==> src/rtl/dest_dispatcher_if.sv <==
// Bundle between the upstream referee stage and the destination FIFOs.
// fsm_state exposes the dispatcher FSM for observation.
interface dest_dispatcher_if #(
  parameter int LINE_SIZE = 12
);
  logic                 valid_in;
  logic [LINE_SIZE-1:0] data_in;
  logic                 ready_out;
  logic [3:0]           almost_full_signal;
  logic [3:0]           push_signal;
  logic [LINE_SIZE-1:0] data_out;
  logic                 idle_out;
  logic                 error_out;
  logic [1:0]           fsm_state;

  modport master (
    output valid_in, data_in, almost_full_signal,
    input  ready_out, push_signal, data_out, idle_out, error_out, fsm_state
  );

  modport slave (
    input  valid_in, data_in, almost_full_signal,
    output ready_out, push_signal, data_out, idle_out, error_out, fsm_state
  );
endinterface

==> src/rtl/dest_dispatcher.sv <==
// Routes words through a 2-entry in-order skid buffer to one of four destination FIFOs.
// Optional stall watchdog enabled by defining STALL_WDOG_EN.
module dest_dispatcher #(
  parameter int LINE_SIZE = 12
) (
  input  logic               clk,
  input  logic               reset,
  dest_dispatcher_if.slave   bus
);
  // Handshake: a word transfers on a rising edge where valid_in and ready_out are both 1;
  // ready_out is registered, so valid_in is ignored whenever ready_out is 0.

  typedef enum logic [1:0] {
    IDLE    = 2'd0,
    ACTIVE  = 2'd1,
    BLOCKED = 2'd2
  } state_t;

  state_t               state_q, state_d;
  logic [LINE_SIZE-1:0] buf0_q, buf1_q, buf0_d, buf1_d;
  logic [1:0]           cnt_q, cnt_d, cnt_pop;
  logic [3:0]           push_q, push_d;
  logic [LINE_SIZE-1:0] dout_q, dout_d;
  logic                 ready_q, ready_d;
  logic                 idle_q, idle_d;
  logic [1:0]           head_dest;
  logic                 accept, dispatch, head_blocked;

  always_comb begin
    head_dest    = buf0_q[LINE_SIZE-1 -: 2];
    accept       = bus.valid_in && ready_q;
    head_blocked = (cnt_q != 2'd0) && bus.almost_full_signal[head_dest];
    dispatch     = (cnt_q != 2'd0) && !bus.almost_full_signal[head_dest];

    buf0_d  = buf0_q;
    buf1_d  = buf1_q;
    cnt_pop = cnt_q;
    push_d  = 4'b0000;
    dout_d  = dout_q;

    if (dispatch) begin
      push_d  = 4'b0001 << head_dest;
      dout_d  = buf0_q;
      buf0_d  = buf1_q;
      cnt_pop = cnt_q - 2'd1;
    end

    // New word lands behind whatever survives the pop, keeping arrival order.
    cnt_d = cnt_pop;
    if (accept) begin
      if (cnt_pop == 2'd0) buf0_d = bus.data_in;
      else                 buf1_d = bus.data_in;
      cnt_d = cnt_pop + 2'd1;
    end

    ready_d = (cnt_d < 2'd2);
    idle_d  = (cnt_d == 2'd0) && (push_d == 4'b0000);
  end

  always_comb begin
    state_d = state_q;
    case (state_q)
      IDLE:    if (accept) state_d = ACTIVE;
      ACTIVE: begin
        if (head_blocked)        state_d = BLOCKED;
        else if (cnt_d == 2'd0)  state_d = IDLE;
      end
      BLOCKED: if (!head_blocked) state_d = ACTIVE;
      default: state_d = IDLE;
    endcase
  end

  always_ff @(posedge clk) begin
    if (reset) begin
      state_q <= IDLE;
      buf0_q  <= '0;
      buf1_q  <= '0;
      cnt_q   <= 2'd0;
      push_q  <= 4'b0000;
      dout_q  <= '0;
      ready_q <= 1'b1;
      idle_q  <= 1'b1;
    end else begin
      state_q <= state_d;
      buf0_q  <= buf0_d;
      buf1_q  <= buf1_d;
      cnt_q   <= cnt_d;
      push_q  <= push_d;
      dout_q  <= dout_d;
      ready_q <= ready_d;
      idle_q  <= idle_d;
    end
  end

  assign bus.ready_out   = ready_q;
  assign bus.push_signal = push_q;
  assign bus.data_out    = dout_q;
  assign bus.idle_out    = idle_q;
  assign bus.fsm_state   = state_q;

`ifdef STALL_WDOG_EN
  logic [4:0] wdog_q;
  logic       error_q;

  // Counter saturates at 16; error latches once reached and only reset clears it.
  always_ff @(posedge clk) begin
    if (reset) begin
      wdog_q  <= 5'd0;
      error_q <= 1'b0;
    end else begin
      if (state_q == BLOCKED) begin
        if (wdog_q != 5'd16) wdog_q <= wdog_q + 5'd1;
      end else begin
        wdog_q <= 5'd0;
      end
      if (wdog_q == 5'd16) error_q <= 1'b1;
    end
  end

  assign bus.error_out = error_q;
`else
  assign bus.error_out = 1'b0;
`endif
endmodule

==> src/flat_wrapper.sv <==
// flat-port wrapper written by rule: the top's interface ports become plain ports
module dest_dispatcher_flat 
#(
  parameter int LINE_SIZE = 12
)
  (clk, reset, bus_valid_in, bus_data_in, bus_almost_full_signal, bus_ready_out, bus_push_signal, bus_data_out, bus_idle_out, bus_error_out, bus_fsm_state);
  dest_dispatcher_if #(.LINE_SIZE(LINE_SIZE)) bus_i ();
  input  logic clk;
  input  logic reset;
  input wire logic [$bits(bus_i.valid_in)-1:0] bus_valid_in;
  input wire logic [$bits(bus_i.data_in)-1:0] bus_data_in;
  input wire logic [$bits(bus_i.almost_full_signal)-1:0] bus_almost_full_signal;
  output wire logic [$bits(bus_i.ready_out)-1:0] bus_ready_out;
  output wire logic [$bits(bus_i.push_signal)-1:0] bus_push_signal;
  output wire logic [$bits(bus_i.data_out)-1:0] bus_data_out;
  output wire logic [$bits(bus_i.idle_out)-1:0] bus_idle_out;
  output wire logic [$bits(bus_i.error_out)-1:0] bus_error_out;
  output wire logic [$bits(bus_i.fsm_state)-1:0] bus_fsm_state;
  assign bus_i.valid_in = bus_valid_in;
  assign bus_i.data_in = bus_data_in;
  assign bus_i.almost_full_signal = bus_almost_full_signal;
  assign bus_ready_out = bus_i.ready_out;
  assign bus_push_signal = bus_i.push_signal;
  assign bus_data_out = bus_i.data_out;
  assign bus_idle_out = bus_i.idle_out;
  assign bus_error_out = bus_i.error_out;
  assign bus_fsm_state = bus_i.fsm_state;
  dest_dispatcher #(.LINE_SIZE(LINE_SIZE)) u_core (.clk(clk), .reset(reset), .bus(bus_i));
endmodule
==> config.mk <==
export PLATFORM = sky130hd
export DESIGN_NAME = dest_dispatcher_flat
export DESIGN_NICKNAME = d
export VERILOG_FILES = /design/src/rtl/dest_dispatcher_if.sv /design/src/rtl/dest_dispatcher.sv /design/src/flat_wrapper.sv
export SDC_FILE = /design/constraint.sdc
export NUM_CORES = 1
export LEC_CHECK = 0
export BUFFER_PORTS_ARGS = -buffer_cell sky130_fd_sc_hd__buf_2
export CAP_MARGIN = 15
export CORE_MARGIN = 2
export CORE_UTILIZATION = 55
export DETAILED_ROUTE_END_ITERATION = 10
export PLACE_DENSITY_LB_ADDON = 0.12
export SLEW_MARGIN = 20
export SYNTH_ARGS = -nofsm -noshare
export SYNTH_HDL_FRONTEND = slang
export SYNTH_SLANG_ARGS = --single-unit
==> constraint.sdc <==
create_clock -name clk -period 6.3 [get_ports clk]
set_clock_uncertainty 0.2 [all_clocks]
set_input_delay 1.89 -clock clk [delete_from_list [all_inputs] [get_ports clk]]
set_output_delay 1.89 -clock clk [all_outputs]
set_load 0.02 [all_outputs]
# Word level (Yosys, flattened, before mapping)
# Cells that the tools add are included.
# word_totals
word_cells,44
reg_bits,46
# classes
n_lt_le_gt_ge,2
eq_ne,5
n_addsub,2
shifts,1
n_bitwise,1
muxes,13
reduce_logical,12
# ops
cell,n
12-bit two-way mux,3
2-bit two-way mux,6
2-bit zero test,3
2-bit case mux with 3 select lines,1
1-bit logical AND,4
4-bit zero test,1
4-bit two-way mux,1
"1-bit by 2-bit left shift with 4-bit output, first input constant",1
"2-bit by 3-bit < comparator with 1-bit output, second input constant",1
"3-bit by 1-bit != test with 1-bit output, second input constant",1
3-bit AND reduction,1
"2-bit by 1-bit adder with 2-bit output, second input constant",1
1-bit binary-select mux with 2-bit select,1
"2-bit by 1-bit == test with 1-bit output, second input constant",1
"2-bit == test, second input constant",1
"2-bit < comparator, second input constant",1
"2-bit by 1-bit != test with 1-bit output, second input constant",1
"2-bit != test, second input constant",1
2-bit AND reduction,1
2-bit nonzero test,1
"2-bit by 1-bit subtractor with 2-bit output, second input constant",1
1-bit zero test,1
1-bit two-way mux,1
1-bit NOT,1

# Longest topological paths before layout
# Gate-level depths: netlist (run 1).
# logic_depth
ltp_word,11
ltp_mapped,10

# Least setup slack after synthesis (run 1)
# OpenSTA, ideal clock, no wires.
# synth_path
kind,input -> register
from,input bus_almost_full_signal[2]
to,register u_core.buf0_q[10]
path_slack_ns,2.471
required_time_ns,6.009
path_stages,8
arrival_ns,3.538
path_cell_list,mux2i_2 -> a22oi_4 -> mux2_4 -> ha_1 -> nand3_1 -> clkbuf_1 -> nor2_1 -> a311oi_1
# synth_between
elab_chain_cells,8
# synth_lines
item,line_no,rtl
from (decl),flat_wrapper.sv:12,input wire logic [$bits(bus_i.almost_full_signal)-1:0] bus_almost_full_signal;
1-bit binary-select mux with 2-bit select *,dest_dispatcher.sv:33,dispatch = (cnt_q != 2'd0) && !bus.almost_full_signal[head_dest];
1-bit two-way mux (implied by the code) *,dest_dispatcher.sv:33,
1-bit zero test *,dest_dispatcher.sv:33,
1-bit logical AND *,dest_dispatcher.sv:33,
2-bit two-way mux,dest_dispatcher.sv:41,if (dispatch) begin
2-bit zero test,dest_dispatcher.sv:51,if (cnt_pop == 2'd0) buf0_d = bus.data_in;
12-bit two-way mux,dest_dispatcher.sv:51,
12-bit two-way mux *,dest_dispatcher.sv:50,if (accept) begin
to (signal assigned),dest_dispatcher.sv:85,buf0_q <= buf0_d;
to (decl),dest_dispatcher.sv:20,"logic [LINE_SIZE-1:0] buf0_q, buf1_q, buf0_d, buf1_d;"
# Mark *: on every way between the ends. The rest lies on a longest branch, timed or not. The select of a mux whose other input is x is not followed.
# A chain may end at the register's enable or synchronous reset.

# Final worst setup path (run 1)
# layout_path
from,input bus_almost_full_signal[2]
to,register u_core.buf0_q[11]
# Same word-level chain as after synthesis.

==> flow_summary.json, run 1 <==
{
  "status": "finished clean",
  "hold_path_depth": 2,
  "period_share": 0.671,
  "wl_per_cell_um": 12.0,
  "cp.required_ns": 6.35,
  "hold_viol": 0,
  "rows": 21,
  "dr.pass1.iters": 4,
  "most-common-layout-cells": "74 x nand2_1, 46 x dfxtp_1, 38 x buf_2",
  "drc": 0,
  "drtIter0Drc": 119,
  "ys_ff_latch": 46,
  "critPathTopFamily": "compound AO/OA/AOI/OAI gates",
  "period_minus_slack_ns": 4.23,
  "relSlewSlack": 0.454,
  "num_vias": 1532,
  "antenna_cells": 0,
  "dieArea_um2": 3880,
  "wl_um": 3610,
  "grt_max_degree": 48,
  "grt_pass1_wl_um": 6200,
  "insertion_delay_ns": 0.36,
  "finalMaxSlewViolations": 0,
  "clkTransAtPathRegs_ns": 0.13,
  "synth_xor_area_frac": 0.00937,
  "grt_pass1_vias": 1395,
  "fp.dieW_um": 62.3,
  "synth_area_leaders": "dfxtp_1 49%, nand2_1 15%, a21oi_1 7.0%",
  "worst_slew_pin_slew_ns": 0.816,
  "cts_root_buffer": "clkbuf_4",
  "ys_seq_area_frac": 0.493,
  "netlist_instances": 224,
  "rr_worst_depth": 9,
  "clock_sinks": 46,
  "yosys.area.top_type_share": 0.493,
  "worstSetupPathType": "in2reg",
  "antenna_found_initial": 0,
  "hold_buffers": 0,
  "p_per_area_nw_per_um2": 436,
  "synthSimpleGateAreaFrac": 0.228,
  "synthMuxAreaShare": 0.0288,
  "clockBufferDepth": 2,
  "start_util": 0.565,
  "synth_nets": 245,
  "critPathMaxFanout": 26,
  "overflow": 0,
  "fmax_mhz": 236,
  "path_buf_inv": 1,
  "power_leakage_uw": 0.000845,
  "hold_path_startpoint": "u_core.bus.data_out[3]",
  "synth_top_family_by_area": "simple AND/OR/NAND/NOR gates",
  "arrival_ns": 4.28,
  "slowest_stage": "a22oi_4",
  "postCtsSetupBuffers": 0,
  "max_stage_delay_ns": 0.62,
  "rsz0062_at_grt": "false",
  "synthAdderAreaFrac": 0.0134,
  "netlist_area_um2": 1870,
  "hpwl_um": 2330,
  "ant_nets": 0,
  "finalSetupViolCount": 0,
  "io_buffer_count": 38,
  "vias_per_cell": 5.09,
  "drive_gt1_frac": 0.208,
  "h-tree-depth": 2,
  "reg2reg_from": "u_core.cnt_q[0]",
  "die_y_um": 62.3,
  "ir_drop_uv": 314,
  "critical_path.cell_chain": "buf_2, mux2i_2, a22oi_4, mux2_4, ha_1, nand3_1, nor2_1, a311oi_1",
  "yosys_warnings": 0,
  "power_uw": 922,
  "start_kind": "primary input",
  "yosys.cell_types.count": 35,
  "gp_congestion": 0.782,
  "hold_class": "reg2reg",
  "layout_commonest_cell": "nand2_1",
  "globalRouteTotalUtil": 0.200,
  "r2r_end": "u_core.buf0_q[11]",
  "regToRegSetupSlack_ns": 3.00,
  "ctsResizeCount": 0,
  "synth_compound_area_frac": 0.177,
  "hold_end": "u_core.bus.data_out[3]",
  "nNetsFinal": 275,
  "fin_util": 0.639,
  "end_kind": "register",
  "fin_area_um2": 2120,
  "tns_ns": 0,
  "synth.avg_cell_area_um2": 8.35,
  "numCtsBuffers": 5,
  "place_area_um2": 2040,
  "io-pin-count": 40,
  "area_growth_pct": 13.2,
  "cap_viol_max_count": 0,
  "yosys.area.top_type": "dfxtp_1",
  "core_area_um2": 3310,
  "cts_tree": "built"
}
-- per-layer routing --
layer  up-vias  global-route usage  wire length (um)
met5         -                   0                 0
met4         0              0.0667                50
met3         6              0.0598               225
met2        45               0.322              1560
met1       660               0.259              1770
li1        821                   -                 -
-- worst min-delay path, delay by kind of cell (launching register included) --
kind | cells | cell delay [ns]
flops | 1 | 0.33
simple gates | 1 | 0.05
compound gates | 1 | 0.05
-- report_power, final --
part	internal, uW	total (uW)	leakage [uW]	switching, uW
registers	360	402	0.000376	41.2
clock network	83.8	178	0.0000385	93.9
logic	128	343	0.000431	215
total	572	922	0.000845	350
-- flip-flops by register name, indices dropped and copies added (netlist names) --
signal                  cells
u_core.buf0_q              12
u_core.buf1_q              12
u_core.bus.data_out        12
u_core.bus.fsm_state        2
u_core.bus.idle_out         1
u_core.bus.push_signal      4
u_core.bus.ready_out        1
u_core.cnt_q                2
-- cell type report --
cell class,instances,area (um2)
Clock buffer,6,41.3
Clock inverter,2,37.5
Fill cell,313,1190
Inverter,3,11.3
Multi-Input combinational cell,160,857
Sequential cell,46,921
Tap cell,46,57.6
Timing Repair Buffer,38,190
-- worst max path at each step --
stage / from / to / cells past startpoint
after global placement: bus_almost_full_signal[0] / u_core.buf0_q[11] / 8
after detailed placement: bus_almost_full_signal[2] / u_core.buf0_q[11] / 8
final: bus_almost_full_signal[2] / u_core.buf0_q[11] / 8
after floorplan: bus_almost_full_signal[2] / u_core.buf0_q[10] / 8
after CTS: bus_almost_full_signal[2] / u_core.buf0_q[11] / 8
after global routing: bus_almost_full_signal[0] / u_core.buf0_q[11] / 8
-- Yosys cell counts --
library cell / count
nand2_1: 74
dfxtp_1: 46
a21oi_1: 26
nor2_1: 17
a311oi_1: 12
clkbuf_1: 10
inv_1: 3
a22oi_1: 2
buf_4: 2
buf_6: 2
ha_1: 2
mux2i_2: 2
nor4b_1: 2
or2_2: 2
xnor2_1: 2
a211o_1: 1
a211oi_1: 1
a22o_2: 1
a22oi_4: 1
and2_1: 1
and3b_1: 1
buf_2: 1
conb_1: 1
mux2_2: 1
mux2_4: 1
nand2b_1: 1
nand3_1: 1
nor2b_1: 1
nor3_1: 1
nor4_1: 1
nor4bb_1: 1
o2111ai_1: 1
o21bai_1: 1
o22a_1: 1
o32ai_1: 1
-- metrics by stage --
| step | hold WS, ns | setup slack, ns | cells |
|---|---|---|---|
| after CTS | 0.258 | 2.11 | 301 |
| after floorplan | 0.237 | 2.47 | 224 |
| final | 0.255 | 2.07 | 301 |
| after global placement | 0.241 | 1.81 | 293 |
| after detailed placement | 0.242 | 1.74 | 293 |
| after global routing | 0.274 | 1.94 | 301 |
-- cells by family (layout without fill, tap and decap cells) --
group,Yosys count,after routing
buffers and inverters,18,49
muxes,4,4
xor gates and xnor gates,2,2
adders and majority gates,2,2
AOI/OAI and AO/OA,48,48
and+or+nand+nor,103,103
DFF,46,46
other,1,1
No activity file was read; power rests on OpenSTA's default activity.
==> run 2, diff against run 1 <==
--- a/config.mk
+++ b/config.mk
@@ -5,10 +5,11 @@
 export SDC_FILE = /design/constraint.sdc
 export NUM_CORES = 1
 export LEC_CHECK = 0
+export ABC_AREA = 1
 export BUFFER_PORTS_ARGS = -buffer_cell sky130_fd_sc_hd__buf_2
 export CAP_MARGIN = 15
 export CORE_MARGIN = 2
-export CORE_UTILIZATION = 55
+export CORE_UTILIZATION = 53
 export DETAILED_ROUTE_END_ITERATION = 10
 export PLACE_DENSITY_LB_ADDON = 0.12
 export SLEW_MARGIN = 20
==> constraint.sdc (replaced) <==
create_clock -name clk -period 4.3 [get_ports clk]
set_clock_uncertainty 0.2 [all_clocks]
set_input_delay 1.29 -clock clk [delete_from_list [all_inputs] [get_ports clk]]
set_output_delay 1.29 -clock clk [all_outputs]
set_load 0.02 [all_outputs]
==> run 2 against run 1 <==
Net effect:
- worst setup slack got worse by 1.0 ns
- synthesized area grew 5.5%
- utilization down 2.2 points
- combinational power rose by 110%
- non-clock buffer count rose by 1
- critical path depth grew 4
- cell count grew 13%
- sequential share of layout area fell by 2.2 points
- count of clock-buffer cells in the layout is 1 lower
- first-iteration DRC count is 43% lower
- via count up 8.2%
- routed wire length grew 4.9%
- largest cell class unchanged
- largest power group is now combinational cells
- highest routed layer unchanged
==> flow_summary.json, run 2 <==
{
  "async_flop_share": 0,
  "cap_viol_max_count": 0,
  "wl_per_cell_um": 11.1,
  "vias_per_cell": 4.86,
  "power_leakage_uw": 0.00110,
  "fin_cells": 341,
  "fin_util": 0.617,
  "cts_tree": "built",
  "core_area_um2": 3610,
  "ant_nets": 0,
  "met2_wirelength_um": 1710,
  "grt_pass1_wl_um": 6710,
  "slowest_stage": "nand2_1",
  "num_vias": 1657,
  "finalMaxSlewViolations": 0,
  "die_y_um": 65.0,
  "yosys.area.top_type_share": 0.467,
  "grt_pass1_vias": 1554,
  "ys_ff_latch": 46,
  "start_util": 0.547,
  "period_share": 0.759,
  "io_buffer_count": 38,
  "worst_slew_pin_slew_ns": 0.725,
  "antenna_found_initial": 0,
  "finalSetupViolCount": 0,
  "arrival_ns": 3.25,
  "worstSetupPathType": "in2reg",
  "dr.pass1.iters": 4,
  "h-tree-depth": 2,
  "synth_most_common_cell": "nand2_1",
  "clockBufferDepth": 2,
  "fmax_mhz": 306,
  "top_layer": "met4",
  "globalRouteTotalUtil": 0.205,
  "synth.avg_cell_area_um2": 7.58,
  "critPathTopFamily": "simple AND/OR/NAND/NOR gates",
  "io-pin-count": 40,
  "drive_gt1_frac": 0.235,
  "hpwl_um": 2520,
  "hold_class": "reg2reg",
  "numCtsBuffers": 5,
  "max_stage_delay_ns": 0.54,
  "netlist_instances": 260,
  "synth_edf_count": 0,
  "rsz0062_at_grt": "false",
  "synthTopCellsByCount": "52 x nand2_1, 46 x dfxtp_1, 27 x inv_1, 26 x nor2_1, 20 x o21ai_0",
  "drc": 0,
  "yosys.area.top_type": "dfxtp_1",
  "antenna_cells": 0,
  "nNetsFinal": 314,
  "status": "finished clean",
  "synth_area_leaders": "dfxtp_1 47%, nand2_1 9.9%, inv_1 5.1%",
  "critical_path.cell_chain": "buf_2, nand2_1, nand2_1, nand2_2, nand3_4, nand2_1, and2_2, ha_1, nand2_1, nand3_1, o211ai_1, inv_1",
  "gp_congestion": 0.754,
  "overflow": 0,
  "relSlewSlack": 0.515,
  "cts_root_buffer": "clkbuf_8",
  "dieArea_um2": 4220,
  "period_minus_slack_ns": 3.26,
  "route.met3.wl_um": 179,
  "fp.dieW_um": 65.0,
  "layout_commonest_cell": "nand2_1",
  "hold_buffers": 0,
  "start_kind": "primary input",
  "end_kind": "register",
  "clock_sinks": 46,
  "area_growth_pct": 12.9,
  "p_per_area_nw_per_um2": 730,
  "most-common-layout-cells": "52 x nand2_1, 46 x dfxtp_1, 38 x buf_2",
  "synth_nets": 281,
  "drtIter0Drc": 68,
  "critPathMaxFanout": 26,
  "yosys_warnings": 0,
  "hold_viol": 0,
  "synthFlopType": "dfxtp_1",
  "rows": 22,
  "grt_max_degree": 29,
  "insertion_delay_ns": 0.29,
  "path_common_cell": "nand2_1",
  "ctsResizeCount": 0,
  "cp.required_ns": 4.28,
  "yosys.cell_types.count": 26,
  "met1_length_um": 1820,
  "clkTransAtPathRegs_ns": 0.08,
  "postCtsSetupBuffers": 0,
  "tns_ns": 0,
  "placed_cells": 334,
  "ir_drop_uv": 303,
  "netlist_area_um2": 1970,
  "ys_seq_area_frac": 0.467,
  "wl_um": 3780,
  "path_buf_inv": 2
}
run 2: cell types whose count changed after synthesis, moves of 3 or more:
cell      delta
clkbuf_1     -5
nor2_1       +9
o211ai_1    +10
nand3_1     +15
nand3_2      +3
nor3_1       +4
inv_1       +24
a21oi_1      -8
nand2_1     -22
a311oi_1    -12
o21ai_0     +20
nand2_2     +12
run 2: cell families (layout without fill, tap and decap cells):
family | count (synthesis) | count (layout) | synth area share
buffers and inverters | 43 | 76 | 0.100
adder cells (fa/ha/maj) | 2 | 2 | 0.0127
flip-flops | 46 | 46 | 0.467
AO/OA/AOI/OAI | 50 | 50 | 0.141
other | 1 | 1 | 0.00190
AND/OR/NAND/NOR | 118 | 118 | 0.277
run 2: worst reg2reg max path: stages (launching register included):
cell      delay [ns]
dfxtp_1         0.36
inv_1           0.08
ha_1            0.21
inv_1           0.15
nand3_4         0.28
nand2_1         0.20
and2_2          0.16
ha_1            0.15
nand2_1         0.42
o211ai_1        0.38
inv_1           0.07
run 2: worst paths after layout:
kind,slack [ns],start,end,cells after the start
max,1.04,bus_almost_full_signal[3],u_core.buf0_q[2],12
min,0.27,u_core.buf0_q[3],u_core.bus.data_out[3],2
max reg2reg,1.54,u_core.cnt_q[0],u_core.buf0_q[2],10
min reg2reg,0.27,u_core.buf0_q[3],u_core.bus.data_out[3],2
run 2: layout make-up:
type,count,area [um2]
flip-flops and latches,46,921
fillers,358,1380
clock inverters,2,10.0
repair buffers,39,198
inverters,30,115
well taps,48,60.1
multi-input cells,171,853
clock buffers,5,68.8
run 2: per-stage QoR:
step	setup WS, ns	power [uW]	hold slack, ns	area, um2
global placement	0.808	1380	0.251	2150
detailed placement	0.706	1400	0.255	2150
global route	0.759	1790	0.288	2230
CTS	1.02	1640	0.267	2230
floorplan	1.31	1270	0.239	1970
finish	1.04	1630	0.268	2230
run 2: per-layer routing:
metal / global-route usage / vias to the layer above
met5: 0 / -
met4: 0.109 / 0
met3: 0.0399 / 7
met2: 0.329 / 41
met1: 0.258 / 717
li1: - / 892
run 2: where the power goes:
part | switching [uW] | internal, uW
logic | 484 | 249
registers | 79.3 | 571
clock network | 133 | 109
total | 696 | 929
